$ cat src/rtl/hazard_ctrl.sv
// rtl/hazard_ctrl.sv - MIPS 5-stage hazard, forwarding and end-of-program controller (optional macro HAZARD_PERF_EN)
module hazard_ctrl #(
  parameter int HALT_RUN     = 5,
  parameter int DRAIN_CYCLES = 3,
  parameter int STALL_MAX    = 15
) (
  input  logic       clk,
  input  logic       reset,
  input  logic [4:0] RsD,
  input  logic [4:0] RtD,
  input  logic [4:0] RsE,
  input  logic [4:0] RtE,
  input  logic [4:0] WriteRegE,
  input  logic [4:0] WriteRegM,
  input  logic [4:0] WriteRegW,
  input  logic       RegWriteE,
  input  logic       RegWriteM,
  input  logic       RegWriteW,
  input  logic       MemtoRegE,
  input  logic       MemtoRegM,
  input  logic       BranchD,
  input  logic       JrD,
  input  logic       haltD,
  output logic       StallF,
  output logic       StallD,
  output logic       FlushE,
  output logic       ForwardAD,
  output logic       ForwardBD,
  output logic [1:0] ForwardAE,
  output logic [1:0] ForwardBE,
  output logic       done,
  output logic       stall_err
`ifdef HAZARD_PERF_EN
  ,
  output logic [31:0] perf_stalls,
  output logic [31:0] perf_cycles
`endif
);

  localparam logic [2:0] HALT_SAT   = 3'(HALT_RUN);
  localparam logic [2:0] HALT_LAST  = 3'(HALT_RUN - 1);
  localparam logic [2:0] DRAIN_LAST = 3'(DRAIN_CYCLES - 1);
  localparam logic [3:0] STALL_LAST = 4'(STALL_MAX - 1);

  typedef enum logic [1:0] {S_RUN, S_DRAIN, S_DONE} state_t;

  state_t     state, state_nxt;
  logic       init_q;
  logic       boot;
  logic [2:0] halt_cnt;
  logic [2:0] drain_cnt;
  logic [3:0] stall_cnt;
  logic       stall_err_q;
  logic       stall_c, flush_c, done_c;
  logic       lwstall, brstall, br_e, br_m;

  // Register 0 is hardwired, so it never creates a dependency.
  function automatic logic hit(input logic [4:0] src, input logic [4:0] dst);
    return (src != 5'd0) && (src == dst);
  endfunction

  // The reset cycles and the first cycle after behave as a flushing bubble.
  assign boot = reset || init_q;

  // Forward selects: MEM result wins over WB result.
  always_comb begin
    ForwardAE = 2'b00;
    ForwardBE = 2'b00;
    ForwardAD = 1'b0;
    ForwardBD = 1'b0;
    if (!boot) begin
      if (RegWriteM && hit(RsE, WriteRegM))      ForwardAE = 2'b10;
      else if (RegWriteW && hit(RsE, WriteRegW)) ForwardAE = 2'b01;
      if (RegWriteM && hit(RtE, WriteRegM))      ForwardBE = 2'b10;
      else if (RegWriteW && hit(RtE, WriteRegW)) ForwardBE = 2'b01;
      ForwardAD = RegWriteM && hit(RsD, WriteRegM);
      ForwardBD = RegWriteM && hit(RtD, WriteRegM);
    end
  end

  // Load-use and branch-operand hazards; JR only reads Rs.
  always_comb begin
    lwstall = MemtoRegE && (hit(RsD, WriteRegE) || hit(RtD, WriteRegE));
    br_e    = RegWriteE && (hit(RsD, WriteRegE) || (BranchD && hit(RtD, WriteRegE)));
    br_m    = MemtoRegM && (hit(RsD, WriteRegM) || (BranchD && hit(RtD, WriteRegM)));
    brstall = (BranchD || JrD) && (br_e || br_m);
  end

  // Next state and stall/flush/done outputs.
  always_comb begin
    state_nxt = state;
    stall_c   = 1'b0;
    flush_c   = 1'b0;
    done_c    = 1'b0;
    case (state)
      S_RUN: begin
        stall_c = lwstall || brstall;
        flush_c = lwstall || brstall;
        if (!boot && haltD && (halt_cnt == HALT_LAST)) state_nxt = S_DRAIN;
      end
      S_DRAIN: begin
        stall_c = 1'b1;
        flush_c = 1'b1;
        if (drain_cnt == DRAIN_LAST) state_nxt = S_DONE;
      end
      S_DONE: begin
        stall_c = 1'b1;
        flush_c = 1'b1;
        done_c  = 1'b1;
      end
      default: state_nxt = S_RUN;
    endcase
    if (boot) begin
      stall_c = 1'b0;
      flush_c = 1'b1;
      done_c  = 1'b0;
    end
  end

  assign StallF    = stall_c;
  assign StallD    = stall_c;
  assign FlushE    = flush_c;
  assign done      = done_c;
  assign stall_err = stall_err_q && !boot;

  // State register and bubble flag.
  always_ff @(posedge clk) begin
    if (reset) begin
      state  <= S_RUN;
      init_q <= 1'b1;
    end else begin
      state  <= state_nxt;
      init_q <= 1'b0;
    end
  end

  // Halt run length and drain length counters.
  always_ff @(posedge clk) begin
    if (reset) begin
      halt_cnt  <= 3'd0;
      drain_cnt <= 3'd0;
    end else begin
      if (state == S_RUN && !boot && haltD && state_nxt == S_RUN)
        halt_cnt <= (halt_cnt < HALT_SAT) ? halt_cnt + 3'd1 : halt_cnt;
      else
        halt_cnt <= 3'd0;
      drain_cnt <= (state == S_DRAIN) ? drain_cnt + 3'd1 : 3'd0;
    end
  end

  // Stall watchdog: sets on the edge that completes STALL_MAX consecutive stalls.
  always_ff @(posedge clk) begin
    if (reset) begin
      stall_cnt   <= 4'd0;
      stall_err_q <= 1'b0;
    end else if (state == S_RUN && stall_c) begin
      if (stall_cnt != 4'hF) stall_cnt <= stall_cnt + 4'd1;
      if (stall_cnt == STALL_LAST) stall_err_q <= 1'b1;
    end else begin
      stall_cnt <= 4'd0;
    end
  end

`ifdef HAZARD_PERF_EN
  // Stall and run-length performance counters; cycles freeze once DONE is reached.
  always_ff @(posedge clk) begin
    if (reset) begin
      perf_stalls <= 32'd0;
      perf_cycles <= 32'd0;
    end else begin
      if (state == S_RUN && stall_c) perf_stalls <= perf_stalls + 32'd1;
      if (state != S_DONE) perf_cycles <= perf_cycles + 32'd1;
    end
  end
`endif

endmodule

$ cat config.mk
export PLATFORM = sky130hd
export DESIGN_NAME = hazard_ctrl
export DESIGN_NICKNAME = d
export VERILOG_FILES = /design/src/rtl/hazard_ctrl.sv
export SDC_FILE = /design/constraint.sdc
export NUM_CORES = 1
export LEC_CHECK = 0
export BUFFER_PORTS_ARGS = -buffer_cell sky130_fd_sc_hd__clkbuf_2
export CORE_ASPECT_RATIO = 1.2
export CORE_UTILIZATION = 50
export CTS_BUF_LIST = sky130_fd_sc_hd__clkbuf_8
export CTS_CLUSTER_DIAMETER = 40
export DETAILED_ROUTE_END_ITERATION = 10
export PLACE_DENSITY_LB_ADDON = 0.2
export SYNTH_ARGS = -nofsm -noshare
export SYNTH_HDL_FRONTEND = slang
export SYNTH_SLANG_ARGS = --single-unit
$ cat constraint.sdc
create_clock -name clk -period 2.4 [get_ports clk]
set_input_delay 0.12 -clock clk [delete_from_list [all_inputs] [get_ports clk]]
set_output_delay 0.12 -clock clk [all_outputs]
set_load 0.05 [all_outputs]
==> results.toml, run 1 <==
[synth]
syn-num-nets = 217
post-synth-top-count-cell = "sky130_fd_sc_hd__xnor2_1"
yosys.area.top_type = "sky130_fd_sc_hd__dfxtp_1"
share_of_async_settable_or_async_resettable_flops_after_synthesis_pct = 0
synth_commonest_cells = "sky130_fd_sc_hd__xnor2_1, sky130_fd_sc_hd__dfxtp_1, sky130_fd_sc_hd__ha_1, sky130_fd_sc_hd__xor2_1, sky130_fd_sc_hd__nor2_1"
yosys_most_used_dff = "sky130_fd_sc_hd__dfxtp_1"
synth.top_cells.by_area = "sky130_fd_sc_hd__dfxtp_1, sky130_fd_sc_hd__xnor2_1, sky130_fd_sc_hd__ha_1"
netlist_area_sq_um = 1380
netlist-cell-type-count = 39
ys_seq_area_share_pct = 20.3
synth_top_cell_area_share_pct = 20.3
synth_area_per_cell_sq_um = 8.58
synthesis.yosys.warnings = 0
netlist_instances = 161
ys_ff_latch = 14
synth_enable_flop_cells = 0

[worst_setup_path]
maximum_fanout_along_the_worst_path = 7
critPathArrivalTime_ps = 2180
worstSetupPathType = "reg -> out"
r2r_cells = 7
timing.rr.end = "stall_cnt[1]$_SDFFE_PP0P_"
worst_r2r_startpoint = "state[0]$_SDFF_PP0_"
startpoint_type = "flop"
endpoint_kind = "output pin"
timing.reg2reg.setup_slack_ps = 480
timing.critical_path.required_ps = 2280

[routing]
route.met3.wl_um = 162
drt_first_pass_iters = 4
per_cell_routed_wire_length_um = 13.9
avgViaCountPerCell = 5.55
routed-wl-met2_mm = 1.95
route.vias.total = 1392
drt_first_iter_violations = 31
wirelength_mm = 3.49
wirelength_met1_mm = 1.33
drc_errors = 0
drt.antenna.violating_nets = 0
highest-signal-layer = "met4"

[floorplan]
die_h_um = 59.6
io_pins = 56
row_count = 20
fp.dieW_um = 50.0
placeableCoreArea_sq_um = 2580
initial_utilization_pct = 53.6
die_area_sq_um = 2980

[sta]
setup_ws_ps = 96.1
clock.fmax_mhz = 434
slew_viol_final = 0
report.final.setup_viol = 0
post-route-min-period_ps = 2300
finalClockSkew_ps = 1.92
worst-slew-pin-transition_ps = 516
timing.max_slew.rel_slack_pct = 65.3
report.final.hold_viol_count = 0
fin_crit_sh_pct = 96.0

[global_routing]
grt_pass1_vias = 1356
grt_overflow = 0
antenna_violations_before_repair = 0
first_pass_grt_wire_length_mm = 5.67
grt_start_max_net_pins = 9
grt_use_total_pct = 25.2

[power_and_ir_drop]
leakagePower_nw = 0.705
power_per_cell_area_nw_per_um2 = 389
vdd.ir_drop.worst_mv = 0.459
fin_total_pwr_mw = 0.700

[clock_network]
cts_buffer_depth = 2
cts_tree = "done"
clk_transition_reported_paths_ps = 60
worst_skew_pair.late_latency_ps = 250
quantity_of_hold_fixing_buffers_added_after_cts = 0
cts_root_cell = "sky130_fd_sc_hd__clkbuf_8"
clkSinkCount = 14
postCtsSetupRepairBufs = 0
cts_made_buffers = 3
cts.htree.levels = 1

[placement]
dp_slack_ps = 198
place_congestion = 0.855
dp.final_hpwl_mm = 2.91
placed_cells = 247
port-buffer-count = 55

[min_path]
launch_instance_of_the_worst_min_delay_path = "reset"
hold_path.class = "in -> reg"
worst_hold_path.endpoint = "init_q$_DFF_P_"
min_path_cells = 1

[layout]
flow.area_growth_from_synthesis_pct = 30.2
filler_cell_count = 210
fin_nets = 275
antennaDiodeCount = 0
layout.cells.non_filler = 251
layout-drive-gt1-share_pct = 35.8

[job]
drv.max_cap_violation_count = 0

[outcome]
result_of_the_run = "complete, no violations"
report_power, final:
part | internal, mW | leakage [nW] | total (mW) | switching (mW)
logic | 0.101 | 0.562 | 0.225 | 0.124
clock network | 0.146 | 0.0288 | 0.233 | 0.0872
registers | 0.237 | 0.114 | 0.243 | 0.00548
total | 0.484 | 0.705 | 0.700 | 0.216
final cells by class:
cell class	instances	area [sq um]	share of cell area [%]
Multi-Input combinational cell	136	1090	60.9
Timing Repair Buffer	56	295	16.4
Sequential cell	14	282	15.7
Clock buffer	4	55.1	3.06
Tap cell	33	41.3	2.30
Inverter	8	30.0	1.67
critical path, stage by stage (launching register included):
cell and delay, ps:
sky130_fd_sc_hd__dfxtp_1 420, sky130_fd_sc_hd__ha_2 260, sky130_fd_sc_hd__and2b_2 260, sky130_fd_sc_hd__a21oi_1 170
sky130_fd_sc_hd__nor4_1 70, sky130_fd_sc_hd__a31oi_1 210, sky130_fd_sc_hd__o211a_4 250, sky130_fd_sc_hd__nand2_1 70
sky130_fd_sc_hd__buf_2 220
cells in the final DEF (no fill, tap or decap), drive strengths merged, types with 4 or more instances in the layout:
cell | synthesis | final
xor2 | 11 | 11
nand4 | 5 | 5
inv | 8 | 8
xnor2 | 31 | 31
buf | 2 | 4
o21ai | 5 | 5
ha | 11 | 11
dfxtp | 14 | 14
nor4 | 9 | 9
nand2 | 5 | 5
or4 | 4 | 4
nor3 | 7 | 7
clkbuf | 1 | 56
nor2 | 11 | 11
nand3 | 9 | 9
sequential cells by signal (all words and copies together), names as in the netlist:
name,cells
stall_err_q,1
stall_cnt,4
state,2
halt_cnt,3
drain_cnt,3
init_q,1
through the flow:
| step | hold WS [ps] | cell area, sq um | TNS, ps | util, % |
|---|---|---|---|---|
| CTS | 132 | 1780 | 0 | 68.9 |
| floorplan | 148 | 1410 | 0 | - |
| detailed placement | 398 | 1710 | 0 | 66.5 |
| finish | 127 | 1800 | 0 | 69.8 |
| global route | 135 | 1800 | -20.9 | 69.8 |
| global placement | 387 | 1710 | 0 | 66.5 |
cells by family after synthesis:
family	Yosys count	synth area share, %
compound gates	21	13.4
buf+inv	11	3.35
simple gates	62	26.4
flops	14	20.3
fa+ha+maj	11	9.96
xor+xnor	42	26.6
worst max-delay path by stage:
stage                              from      to  slack, ps  cells after the start
global route        state[0]$_SDFF_PP0_  FlushE        -20                      8
global placement    state[0]$_SDFF_PP0_  StallF        320                      9
CTS                 state[0]$_SDFF_PP0_  StallF          5                      9
floorplan           state[0]$_SDFF_PP0_  StallF         70                      9
finish              state[0]$_SDFF_PP0_  FlushE        100                      8
detailed placement  state[0]$_SDFF_PP0_  StallF        200                      9
per-layer routing:
| layer | up-vias | global-route usage, % |
|---|---|---|
| met4 | 0 | 11.8 |
| li1 | 696 | - |
| met5 | - | 0 |
| met1 | 645 | 25.5 |
| met2 | 46 | 49.9 |
| met3 | 5 | 3.08 |
repair_timing:
item	4_1_cts	5_1_grt
gates resized for setup	3	10
hold endpoints to repair	0	0
endpoints found under the setup margin	3	3
pin swaps	0	0
Power figures use the tool's default switching activity.
==> run 2: changes to the inputs <==
- SETUP_SLACK_MARGIN: unset -> 0.1
==> results.toml, run 2 (same netlist as run 1, synthesis figures left out) <==
[sta]
unrepaired_setup_endpoints_after_global_routing = "yes"
fin_crit_sh_pct = 100
timing.max_slew.rel_slack_pct = 66.1
finalClockSkew_ps = 1.94
worst-slew-pin-transition_ps = 504
report.final.setup_viol = 0
post-route-min-period_ps = 2400
report.final.hold_viol_count = 0
clock.fmax_mhz = 417
slew_viol_final = 0

[power_and_ir_drop]
fin_total_pwr_mw = 0.729
leakagePower_nw = 0.749
vdd.ir_drop.worst_mv = 0.415
power_per_cell_area_nw_per_um2 = 384

[clock_network]
cts.htree.levels = 1
clk_transition_reported_paths_ps = 60
cts_buffer_depth = 2
cts_made_buffers = 3
worst_skew_pair.late_latency_ps = 250
clkSinkCount = 14
cts_root_cell = "sky130_fd_sc_hd__clkbuf_8"
cts_tree = "done"

[routing]
drc_errors = 0
drt_first_pass_iters = 4
drt_first_iter_violations = 25
avgViaCountPerCell = 5.44
per_cell_routed_wire_length_um = 14.1
route.vias.total = 1409
wirelength_mm = 3.65
drt.antenna.violating_nets = 0

[global_routing]
groute.layer.met3.usage_pct = 3.08
grt_pass1_vias = 1370
antenna_violations_before_repair = 0
gr-usage-met1_pct = 25.7
grt_use_total_pct = 25.6
first_pass_grt_wire_length_mm = 5.75
grt_overflow = 0
grt.met2_usage_pct = 51.2
grt_start_max_net_pins = 9
busiest_layer = "met2"

[layout]
max_flop_register = "stall_cnt"
layout.cells.non_filler = 259
filler_cell_count = 192
antennaDiodeCount = 0
mostFrequentLayoutCell = "sky130_fd_sc_hd__clkbuf_2"
final_design_area_no_fill_sq_um = 1900
final_util_pct = 73.6
largestRegisters = "stall_cnt (4), drain_cnt (3), halt_cnt (3)"
largest_reg_flops = 4
final_cell_mix = "sky130_fd_sc_hd__clkbuf_2, sky130_fd_sc_hd__xnor2_1, sky130_fd_sc_hd__dfxtp_1"
fin_nets = 283
flow.area_growth_from_synthesis_pct = 37.3
layout-drive-gt1-share_pct = 39.8

[worst_setup_path]
timing.reg2reg.setup_slack_ps = 310
maximum_fanout_along_the_worst_path = 6
critPathArrivalTime_ps = 2280
startpoint_type = "flop"
worst_r2r_startpoint = "state[0]$_SDFF_PP0_"
worstSetupPathType = "reg -> out"
endpoint_kind = "output pin"
timing.critical_path.required_ps = 2280
crit_path_start = "state[0]$_SDFF_PP0_"

[min_path]
launch_instance_of_the_worst_min_delay_path = "reset"
hold_path.class = "in -> reg"

[job]
drv.max_cap_violation_count = 0

[placement]
placed_cells = 247
port-buffer-count = 55
dp.final_hpwl_mm = 2.91
place_congestion = 0.855
detailed_place.area_sq_um = 1710

[floorplan]
fp.dieW_um = 50.0
placeableCoreArea_sq_um = 2580
die_h_um = 59.6
row_count = 20
die_area_sq_um = 2980
io_pins = 56
initial_utilization_pct = 53.6

[outcome]
result_of_the_run = "complete, no violations"
run 2: cell types whose count changed in the layout (fill, tap and decap cells not counted), moves of 2 or more:
cell,change
sky130_fd_sc_hd__buf_4,+8
sky130_fd_sc_hd__buf_6,-2
sky130_fd_sc_hd__buf_8,+2
sky130_fd_sc_hd__dfxtp_4,+2
run 2: stage by stage:
stage / hold WS, ps / setup WS [ps] / TNS (ps)
after floorplan: 148 / 72.5 / 0
after global placement: 387 / 324 / 0
after detailed placement: 398 / 198 / 0
after CTS: 132 / 110 / 0
after global routing: 132 / -64.5 / -128
final: 134 / 0.776 / 0
run 2: power by group:
group	switching, mW	total (mW)	leakage, nW	internal, mW
combinational	0.131	0.251	0.605	0.119
clock	0.0900	0.236	0.0288	0.146
sequential	0.00626	0.242	0.115	0.236
total	0.228	0.729	0.749	0.501
run 2: final cells by class:
type	count	area, sq um	area share, %
Sequential cell	14	288	15.2
Multi-Input combinational cell	136	1110	58.8
Tap cell	33	41.3	2.18
Clock buffer	4	55.1	2.90
Inverter	8	32.5	1.72
Timing Repair Buffer	64	365	19.3
run 2: path summary, 6_finish.rpt:
path / to / cells after the start
setup / recovery: StallD / 8
hold / removal: init_q$_DFF_P_ / 1
setup reg to reg: stall_cnt[1]$_SDFFE_PP0P_ / 8
hold reg to reg: drain_cnt[0]$_SDFF_PP0_ / 1
run 2: per-layer routing:
| metal | up-vias | part of all wire, % | wire length [um] |
|---|---|---|---|
| met5 | - | 0 | 0 |
| met4 | 0 | 2.3 | 85 |
| met3 | 9 | 4.1 | 148 |
| met2 | 46 | 55 | 2000 |
| met1 | 645 | 39 | 1410 |
| li1 | 709 | - | - |
run 2: repair_timing:
action | 4_1_cts | 5_1_grt
hold buffers | 0 | 0
pin swaps | 0 | 6
setup buffers | 0 | 8
setup endpoints to repair | 3 | 3
gates resized for setup | 10 | 11
endpoints found under the hold margin | 0 | 0
run 2: worst max-delay path, cell delays in order, from the launching register on:
cell and delay, ps:
sky130_fd_sc_hd__dfxtp_4 370, sky130_fd_sc_hd__ha_4 170, sky130_fd_sc_hd__and2b_2 250, sky130_fd_sc_hd__a21oi_2 70
sky130_fd_sc_hd__nor4_2 310, sky130_fd_sc_hd__a31oi_1 100, sky130_fd_sc_hd__o211a_4 300, sky130_fd_sc_hd__nor3_4 260
sky130_fd_sc_hd__buf_8 180
